File: src/rtl/history_replay_pkg.sv
// Shared types and sizing helpers for the history_replay block.
package history_pkg;

    typedef enum logic {
        IDLE = 1'b0,
        PLAY = 1'b1
    } state_t;

    function automatic int ptr_width(input int depth);
        return (depth > 1) ? $clog2(depth) : 1;
    endfunction

endpackage

File: src/rtl/history_replay_if.sv
// Capture/replay-request/stream bundle between history_replay and its user.
interface history_replay_if
    import history_pkg::*;
#(
    parameter int WIDTH = 8,
    parameter int DEPTH = 16
);
    localparam int CW = ptr_width(DEPTH) + 1;

    logic             capture_en;
    logic [WIDTH-1:0] current_value;
    logic             replay_start;
    logic [CW-1:0]    replay_len;
    logic             out_valid;
    logic             out_ready;
    logic [WIDTH-1:0] out_data;
    logic             out_last;
    logic             busy;
    logic [CW-1:0]    count;

    modport master (
        output capture_en, current_value, replay_start, replay_len, out_ready,
        input  out_valid, out_data, out_last, busy, count
    );

    modport slave (
        input  capture_en, current_value, replay_start, replay_len, out_ready,
        output out_valid, out_data, out_last, busy, count
    );

endinterface

File: src/rtl/history_replay_ram.sv
// History storage: one synchronous write port, one asynchronous read port.
module history_ram #(
    parameter int WIDTH = 8,
    parameter int DEPTH = 16,
    parameter int AW    = 4
) (
    input  logic             clk,
    input  logic             we,
    input  logic [AW-1:0]    waddr,
    input  logic [WIDTH-1:0] wdata,
    input  logic [AW-1:0]    raddr,
    output logic [WIDTH-1:0] rdata
);

    logic [WIDTH-1:0] mem [DEPTH];

    always_ff @(posedge clk) begin
        if (we) begin
            mem[waddr] <= wdata;
        end
    end

    assign rdata = mem[raddr];

endmodule

File: src/rtl/history_replay.sv
// Circular sample history with oldest-first replay over a valid/ready stream.
// Optional macro HISTORY_REPLAY_CLEAR_EN: a completed replay empties the history.
module history_replay
    import history_pkg::*;
#(
    parameter int WIDTH = 8,
    parameter int DEPTH = 16
) (
    input  logic           clk,
    input  logic           rst_n,
    history_replay_if.slave bus
);
    // state | meaning
    // IDLE  | capturing samples, waiting for replay_start
    // PLAY  | streaming the replay window; history frozen

    localparam int PW = ptr_width(DEPTH);
    localparam int CW = PW + 1;

    state_t           state;
    logic [PW-1:0]    wr_ptr;
    logic [PW-1:0]    rd_ptr;
    logic [CW-1:0]    beats_left;
    logic [CW-1:0]    count_q;
    logic             out_valid_q;
    logic             out_last_q;
    logic [WIDTH-1:0] out_data_q;
    logic             busy_q;

    logic [CW-1:0]    eff;
    logic [PW-1:0]    start_ptr;
    logic [PW-1:0]    rd_next;
    logic [PW-1:0]    raddr;
    logic [WIDTH-1:0] rdata;
    logic             cap_we;
    logic             handshake;

    always_comb begin
        eff = bus.replay_len;
        if (bus.replay_len == '0 || bus.replay_len > count_q) begin
            eff = count_q;
        end
    end

    // eff == DEPTH truncates to 0, so the window starts at wr_ptr (the oldest entry)
    assign start_ptr = wr_ptr - eff[PW-1:0];
    assign rd_next   = rd_ptr + PW'(1);
    assign raddr     = (state == IDLE) ? start_ptr : rd_next;
    assign cap_we    = bus.capture_en && (state == IDLE);
    assign handshake = out_valid_q && bus.out_ready;

    history_ram #(
        .WIDTH (WIDTH),
        .DEPTH (DEPTH),
        .AW    (PW)
    ) u_ram (
        .clk   (clk),
        .we    (cap_we),
        .waddr (wr_ptr),
        .wdata (bus.current_value),
        .raddr (raddr),
        .rdata (rdata)
    );

    always_ff @(posedge clk or negedge rst_n) begin
        if (!rst_n) begin
            state       <= IDLE;
            wr_ptr      <= '0;
            rd_ptr      <= '0;
            beats_left  <= '0;
            count_q     <= '0;
            out_valid_q <= 1'b0;
            out_last_q  <= 1'b0;
            out_data_q  <= '0;
            busy_q      <= 1'b0;
        end else begin
            if (cap_we) begin
                wr_ptr <= wr_ptr + PW'(1);
                if (count_q != CW'(DEPTH)) begin
                    count_q <= count_q + CW'(1);
                end
            end
            case (state)
                IDLE: begin
                    // the first beat is read before this edge's capture write lands
                    if (bus.replay_start && eff != '0) begin
                        rd_ptr      <= start_ptr;
                        beats_left  <= eff;
                        out_data_q  <= rdata;
                        out_valid_q <= 1'b1;
                        out_last_q  <= (eff == CW'(1));
                        busy_q      <= 1'b1;
                        state       <= PLAY;
                    end
                end
                PLAY: begin
                    if (handshake) begin
                        if (beats_left == CW'(1)) begin
                            out_valid_q <= 1'b0;
                            out_last_q  <= 1'b0;
                            busy_q      <= 1'b0;
                            state       <= IDLE;
`ifdef HISTORY_REPLAY_CLEAR_EN
                            count_q     <= '0;
`endif
                        end else begin
                            rd_ptr      <= rd_next;
                            beats_left  <= beats_left - CW'(1);
                            out_data_q  <= rdata;
                            out_last_q  <= (beats_left == CW'(2));
                        end
                    end
                end
                default: state <= IDLE;
            endcase
        end
    end

    assign bus.out_valid = out_valid_q;
    assign bus.out_last  = out_last_q;
    assign bus.out_data  = out_data_q;
    assign bus.busy      = busy_q;
    assign bus.count     = count_q;

endmodule

File: src/flat_wrapper.sv
// flat-port wrapper written by rule: the top's interface ports become plain ports
module history_replay_flat import history_pkg::*;
#(
    parameter int WIDTH = 8,
    parameter int DEPTH = 16
)
  (clk, rst_n, bus_capture_en, bus_current_value, bus_replay_start, bus_replay_len, bus_out_ready, bus_out_valid, bus_out_data, bus_out_last, bus_busy, bus_count);
  history_replay_if #(.WIDTH(WIDTH), .DEPTH(DEPTH)) bus_i ();
  input  logic clk;
  input  logic rst_n;
  input wire logic [$bits(bus_i.capture_en)-1:0] bus_capture_en;
  input wire logic [$bits(bus_i.current_value)-1:0] bus_current_value;
  input wire logic [$bits(bus_i.replay_start)-1:0] bus_replay_start;
  input wire logic [$bits(bus_i.replay_len)-1:0] bus_replay_len;
  input wire logic [$bits(bus_i.out_ready)-1:0] bus_out_ready;
  output wire logic [$bits(bus_i.out_valid)-1:0] bus_out_valid;
  output wire logic [$bits(bus_i.out_data)-1:0] bus_out_data;
  output wire logic [$bits(bus_i.out_last)-1:0] bus_out_last;
  output wire logic [$bits(bus_i.busy)-1:0] bus_busy;
  output wire logic [$bits(bus_i.count)-1:0] bus_count;
  assign bus_i.capture_en = bus_capture_en;
  assign bus_i.current_value = bus_current_value;
  assign bus_i.replay_start = bus_replay_start;
  assign bus_i.replay_len = bus_replay_len;
  assign bus_i.out_ready = bus_out_ready;
  assign bus_out_valid = bus_i.out_valid;
  assign bus_out_data = bus_i.out_data;
  assign bus_out_last = bus_i.out_last;
  assign bus_busy = bus_i.busy;
  assign bus_count = bus_i.count;
  history_replay #(.WIDTH(WIDTH), .DEPTH(DEPTH)) u_core (.clk(clk), .rst_n(rst_n), .bus(bus_i));
endmodule
File: config.mk
export PLATFORM = sky130hd
export DESIGN_NAME = history_replay_flat
export DESIGN_NICKNAME = d
export VERILOG_FILES = /design/src/rtl/history_replay_pkg.sv /design/src/rtl/history_replay_if.sv /design/src/rtl/history_replay_ram.sv /design/src/rtl/history_replay.sv /design/src/flat_wrapper.sv
export SDC_FILE = /design/constraint.sdc
export NUM_CORES = 1
export LEC_CHECK = 0
export ABC_AREA = 1
export CAP_MARGIN = 15
export CORE_MARGIN = 2
export CORE_UTILIZATION = 35
export CTS_BUF_LIST = sky130_fd_sc_hd__clkbuf_4 sky130_fd_sc_hd__clkbuf_8
export DETAILED_ROUTE_END_ITERATION = 10
export SYNTH_ARGS = -nofsm -noshare
export SYNTH_HDL_FRONTEND = slang
export SYNTH_HIERARCHICAL = 1
export SYNTH_SLANG_ARGS = --single-unit
File: constraint.sdc
create_clock -name clk -period 3.8 [get_ports clk]
set_clock_uncertainty 0.15 [all_clocks]
set_input_delay 0.76 -clock clk [delete_from_list [all_inputs] [get_ports clk]]
set_output_delay 0.76 -clock clk [all_outputs]
set_load 0.1 [all_outputs]
# Word-level counts from Yosys, hierarchy flattened
# Memory sizes are Yosys's and may differ from the RTL's.
# Cells that the tools add are included.
# W data, S select, Z words.
totals:
  ramBits: 128
  elab_cells: 62
  reg_bits: 29
  mem_count: 1
  in_bits: 18
memory_table:
  columns: ["name", "depth", "width", "rd", "rd_clocked_by_memory_dff", "wr", "line_no", "source"]
  rows:
  - ["u_core.u_ram.mem", 16, 8, 1, 0, 1, "history_replay_ram.sv:15", "logic [WIDTH-1:0] mem [DEPTH];"]
op_classes:
  n_bitwise: 1
  mux: 28
  order_cmp: 1
  add_sub_neg: 5
  n_reduce_logical: 10
  eq_ne: 8
ops:
  columns: ["op", "n"]
  rows:
  - ["$mux W8", 3]
  - ["$mux W5", 4]
  - ["$mux W4", 4]
  - ["$pmux W8 S2", 1]
  - ["$mux W1", 11]
  - ["$eq A5 B1 Y1 const B", 2]
  - ["$pmux W5 S2", 1]
  - ["$add A4 B1 Y4 const B", 2]
  - ["$ne A2 B2 Y1 const B", 4]
  - ["$pmux W4 S2", 1]
  - ["$pmux W1 S2", 3]
  - ["$reduce_and A3 Y1", 2]
  - ["$add A5 B1 Y5 const B", 1]
  - ["$eq A5 B2 Y1 const B", 1]
  - ["$gt A5 B5 Y1", 1]
  - ["$logic_not A5 Y1", 1]
  - ["$ne A5 B5 Y1 const B", 1]
  - ["$reduce_bool A5 Y1", 1]
  - ["$sub A5 B1 Y5 const B", 1]
  - ["$reduce_and A2 Y1", 2]
  - ["$sub A4 B4 Y4", 1]
  - ["$logic_and A1 B1 Y1", 3]
  - ["$logic_or A1 B1 Y1", 1]
  - ["$not A1 Y1", 1]

# Logic depth before layout (Yosys ltp)
# An unclocked memory read counts as a cell.
logic_depth:
  ltp_word: 9
  mapped_depth: 27
  ltp_nobuf: 25

# Hierarchy
# The synthesis kept the hierarchy.
by_module_without_submodules:
  columns: ["module", "cells_per_inst", "seq_area_each_um2", "instances", "area_per_inst_um2"]
  rows:
  - ["history_ram", 545, 3843.7, 1, 5614.1]
  - ["history_replay", 244, 725.7, 1, 1866.8]

# Worst setup path after synthesis
# No wires, ideal clock.
synth_timing:
  kind: "register to register"
  from: "register u_core.count_q[1], in the netlist u_core/bus.count[1]"
  to: "register u_core.out_data_q[0], in the netlist u_core/bus.out_data[0]"
  n_path_buf: 2
  t_required_ns: 3.528
  path_slack_ns: -0.082
  synth_period_minus_slack_ns: 3.882
  stages_incl_launch_ff: 27
  arrival_ns: 3.610
  setup_time_ns: 0.122
  path_cell_list: "dfrtp_1 > inv_1 > ha_1 > nand2_1 > nor2_2 > nand2_1 > nand3_2 > nand2_4 > nand2_4 > o21ai_0 > inv_1 > ha_1 > inv_1 > ha_1 > inv_1 > nand2_1 > a21oi_1 > o21ai_0 > nand2_1 > buf_6 > inv_1 > buf_2 > nand3_1 > nand3_1 > nand2_1 > nand2_1 > nand2_1"
synth_between:
  elab_chain_cells: 9
synth_lines:
  columns: ["element", "line_no", "source"]
  rows:
  - ["start, declared", "history_replay.sv:24", "logic [CW-1:0] count_q;"]
  - ["start signal, assigned", "history_replay.sv:80", "count_q <= count_q + CW'(1);"]
  - ["$gt A5 B5 Y1", "history_replay.sv:40", "if (bus.replay_len == '0 || bus.replay_len > count_q) begin"]
  - ["$logic_or A1 B1 Y1", "history_replay.sv:40", null]
  - ["$mux W5 (*)", "history_replay.sv:40", null]
  - ["$sub A4 B4 Y4 (*)", "history_replay.sv:46", "assign start_ptr = wr_ptr - eff[PW-1:0];"]
  - ["$mux W4 (*)", "history_replay.sv:48", "assign raddr = (state == IDLE) ? start_ptr : rd_next;"]
  - ["via u_core.raddr[2]", "history_replay.sv:33", "logic [PW-1:0] raddr;"]
  - ["$mem_v2 Z16 W8 (*)", null, null]
  - ["via u_core.rdata[0]", "history_replay.sv:34", "logic [WIDTH-1:0] rdata;"]
  - ["$mux W8", "history_replay.sv:98", "if (beats_left == CW'(1)) begin"]
  - ["$mux W8", "history_replay.sv:97", "if (handshake) begin"]
  - ["$pmux W8 S2 (*)", "history_replay.sv:83", "case (state)"]
  - ["end signal, assigned", "history_replay.sv:89", "out_data_q <= rdata;"]
  - ["end signal, assigned", "history_replay.sv:109", "out_data_q <= rdata;"]
  - ["end, declared", "history_replay.sv:27", "logic [WIDTH-1:0] out_data_q;"]
# Mark *: on every way through the listed nets, which the timed path passes. The rest lies on a longest branch. The select of a mux whose other input is x is not followed.
# A chain may end at the register's enable or synchronous reset.

# Worst setup path after layout
layout_timing:
  from: "input port bus_replay_len[4]"
  to: "register u_core.out_data_q[3], in the netlist u_core/bus.out_data[3]"
layout_between:
  elab_chain_cells: 9
layout_lines:
  columns: ["element", "line_no", "source"]
  rows:
  - ["start, declared", "flat_wrapper.sv:14", "input wire logic [$bits(bus_i.replay_len)-1:0] bus_replay_len;"]
  - ["$gt A5 B5 Y1 / $logic_not A5 Y1 (equally long branches)", "history_replay.sv:40", null]
  - ["$logic_or A1 B1 Y1 (*)", "history_replay.sv:40", null]
  - ["$mux W5 (*)", "history_replay.sv:40", null]
  - ["$sub A4 B4 Y4 (*)", "history_replay.sv:46", null]
  - ["$mux W4 (*)", "history_replay.sv:48", null]
  - ["via u_core.raddr[3]", "history_replay.sv:33", null]
  - ["$mem_v2 Z16 W8 (*)", null, null]
  - ["via u_core.rdata[3]", "history_replay.sv:34", null]
  - ["$mux W8", "history_replay.sv:98", null]
  - ["$mux W8", "history_replay.sv:97", null]
  - ["$pmux W8 S2 (*)", "history_replay.sv:83", null]
# Marked as above.

==> flow_summary.json <==
{
  "groute.layer.met2.usage": 0.262,
  "max-slew-margin-rel": 0.338,
  "global_routing_met3_resource_utilization": 0.0336,
  "hold_vio_cnt_final": 0,
  "syn-instance-count": 789,
  "met1_track_demand_over_resource": 0.215,
  "fmax_ghz": 0.283,
  "post_synth_main_area_contributors": "edfxtp_1 (51%), nand2_1 (13%), dfrtp_1 (9.7%), nand3_1 (7.5%), inv_1 (6.8%)",
  "synth_cell_types": 29,
  "die-area_um2": 22600,
  "grt-ovfl-total": 0,
  "synth_area_um2": 7480,
  "worstPathRequired_ns": 4.00,
  "power_density_nw_per_um2": 813,
  "netlist.top_cell.by_area": "edfxtp_1",
  "place.detailed.hpwl_mm": 12.2,
  "reg2reg_from": "u_core/bus.count[4]",
  "dr.pass1.iters": 5,
  "postRouteWirelength_mm": 17.6,
  "rr_endpoint": "u_core/bus.out_data[3]",
  "worst_setup_slack_post_dpl_ns": -0.258,
  "min_period_over_period": 0.930,
  "holdCritStartpoint": "u_core/bus.out_data[4]",
  "num_rows": 53,
  "maxSlewViolCount": 0,
  "final_util": 0.415,
  "post_layout_nonfiller_instances": 1138,
  "rsz0062_at_grt": "no",
  "synthDominantCellAreaShare": 0.514,
  "finalSetupViolations": 0,
  "ir_worst_vdd_mv": 0.551,
  "weighted_congestion_at_the_end_of_routability_driven_global_placement": 0.864,
  "final.fill_count": 2057,
  "first_global_vias": 5032,
  "outcome": "finished clean",
  "fin_crit_ns": 3.53,
  "ant_nets": 0,
  "synth-warning-count": 6,
  "crit_arrival_ns": 3.73,
  "die_y_um": 150,
  "io_buffer_count": 33,
  "total_power_w": 0.00710,
  "grt_first_pass_wirelength_mm": 27.4,
  "r2r_slack_ns": 0.51,
  "floorplan.initialDensity": 0.356,
  "register_bit_total_from_synthesis": 157,
  "reg2regPathDepth": 23,
  "cts-buffers-inserted": 17,
  "first_iter_violations": 528,
  "layout.cells.most_common": "nand2_1",
  "h_tree_depth": 4,
  "drt_drc_violations_left": 0,
  "hold_slack_ns": 0.331,
  "dpl.cell_count": 1106,
  "clockBufferDepth": 2,
  "holdBufCountCts": 0,
  "cts.repair_timing.setup_buffer_count": 0,
  "max_slew.worst_pin.slew_ns": 0.989,
  "cts.clk_slew.worst_paths_ns": 0.08,
  "io-pin-count": 34,
  "insertion_delay_ns": 0.46,
  "syn_to_final_growth_pct": 16.7,
  "tritoncts": "yes",
  "drive_gt1_frac": 0.105,
  "antenna_found_initial": 0,
  "worstHoldPathType": "reg -> reg",
  "critical_path.max_fanout": 8,
  "antennaDiodeCount": 0,
  "grt_start_max_net_pins": 30,
  "die_width_um": 150,
  "avgRoutedWirePerCell_um": 15.5,
  "power.static_leakage_nw": 3.89,
  "layout_setup_ws_ns": 0.268,
  "cts.sinks": 157,
  "detailroute.via_count": 5296,
  "clockRootBuffer": "clkbuf_8",
  "cts.repair.resized": 0,
  "layout_common_cells": "nand2_1 (252), inv_1 (134), edfxtp_1 (128), nand3_1 (112), clkdlybuf4s50_1 (33)",
  "finish.net_count": 883,
  "crit_path_start_kind": "input pin",
  "top_usage_layer": "met2",
  "min_delay_path_depth": 2,
  "core_area_um2": 21000,
  "drv_cap": 0,
  "whs_endpoint": "u_core/bus.out_data[4]",
  "detail_route.vias_per_cell": 4.65,
  "grt_util_all_layers": 0.163,
  "yosysSeqAreaShare": 0.611,
  "worst_setup_path_end_kind": "flip-flop",
  "post_synth.cell_area_avg_um2": 9.48,
  "path_class": "in -> reg",
  "synth.net_count": 822
}
[how the worst max path moves through the flow]
| stage | from | to | slack, ns | depth (start not counted) |
|---|---|---|---|---|
| 3_3_place_gp | bus_replay_len[4] | u_core/bus.out_data[4] | -0.22 | 22 |
| 4_1_cts | bus_replay_len[4] | u_core/bus.out_data[3] | 0.24 | 22 |
| 5_1_grt | bus_replay_len[4] | u_core/bus.out_data[6] | 0.02 | 23 |
| 2_1_floorplan | u_core/bus.count[4] | u_core/bus.out_data[0] | 0.23 | 26 |
| 3_5_place_dp | bus_replay_len[4] | u_core/bus.out_data[3] | -0.26 | 22 |
| 6_report | bus_replay_len[4] | u_core/bus.out_data[3] | 0.27 | 23 |
[per-layer routing]
metal | routed length [um] | share of wire | up-vias
met3 | 839 | 0.048 | 31
met1 | 7970 | 0.45 | 2487
met5 | 0 | 0 | -
li1 | - | - | 2647
met4 | 466 | 0.026 | 0
met2 | 8340 | 0.47 | 131
[registers in the layout, indices dropped and copies added, names as in the netlist, 4 cells and up]
register / count
u_core/rd_ptr: 4
u_core/beats_left: 5
u_core/wr_ptr: 4
u_core/bus.out_data: 8
u_core/u_ram/mem: 128
u_core/bus.count: 5
[stage by stage]
stage,instance area [um2],setup TNS [ns]
finish,8730,0
global route,8730,0
CTS,8730,0
detailed placement,8330,-1.74
global placement,8330,-1.50
floorplan,7490,0
[final cells by class]
cell class                      count  area [um2]  area share
Clock buffer                       18         241      0.0277
Clock inverter                     14         160      0.0183
Inverter                          138         518      0.0593
Multi-Input combinational cell    464        2180       0.250
Sequential cell                   157        4570       0.524
Tap cell                          275         344      0.0394
Timing Repair Buffer               72         711      0.0814
[critical path, cell delays in order]
cell	delay (ns)
clkdlybuf4s50_1	0.42
ha_1	0.31
nand2_1	0.08
nor2_2	0.12
nand2_1	0.07
nand3_2	0.08
nand2_4	0.07
nand2_4	0.07
buf_4	0.11
nand2_1	0.04
nand2_1	0.08
inv_1	0.07
ha_1	0.34
nand2_1	0.06
nand3b_1	0.16
nand2_1	0.08
nand2_1	0.06
a31oi_1	0.26
inv_2	0.16
nand3_1	0.13
nand2_1	0.09
nand2_1	0.07
nand2_1	0.05
[synth_stat cells (all sizes together)]
master / count
nor2: 33
xnor2: 4
a21oi: 6
nand2: 258
dfrtp: 29
nand3: 114
buf: 26
nand4: 2
xor2: 5
inv: 138
edfxtp: 128
clkbuf: 4
ha: 15
or2: 1
nor4: 2
nand3b: 2
o21ai: 17
nor3: 1
o22ai: 1
a31oi: 3
[cell families after synthesis]
family,share of synthesized area
XOR/XNOR,0.0105
buffers and inverters,0.0988
AO/OA/AOI/OAI,0.0202
AND/OR/NAND/NOR,0.234
adder cells (fa/ha/maj),0.0251
flip-flops,0.611
[power breakdown]
part | internal, W | leakage, nW | switching, W
clock network | 0.000607 | 0.197 | 0.000667
logic | 0.00123 | 2.19 | 0.00243
registers | 0.00201 | 1.50 | 0.000164
total | 0.00384 | 3.89 | 0.00326
Power figures use the tool's default switching activity.
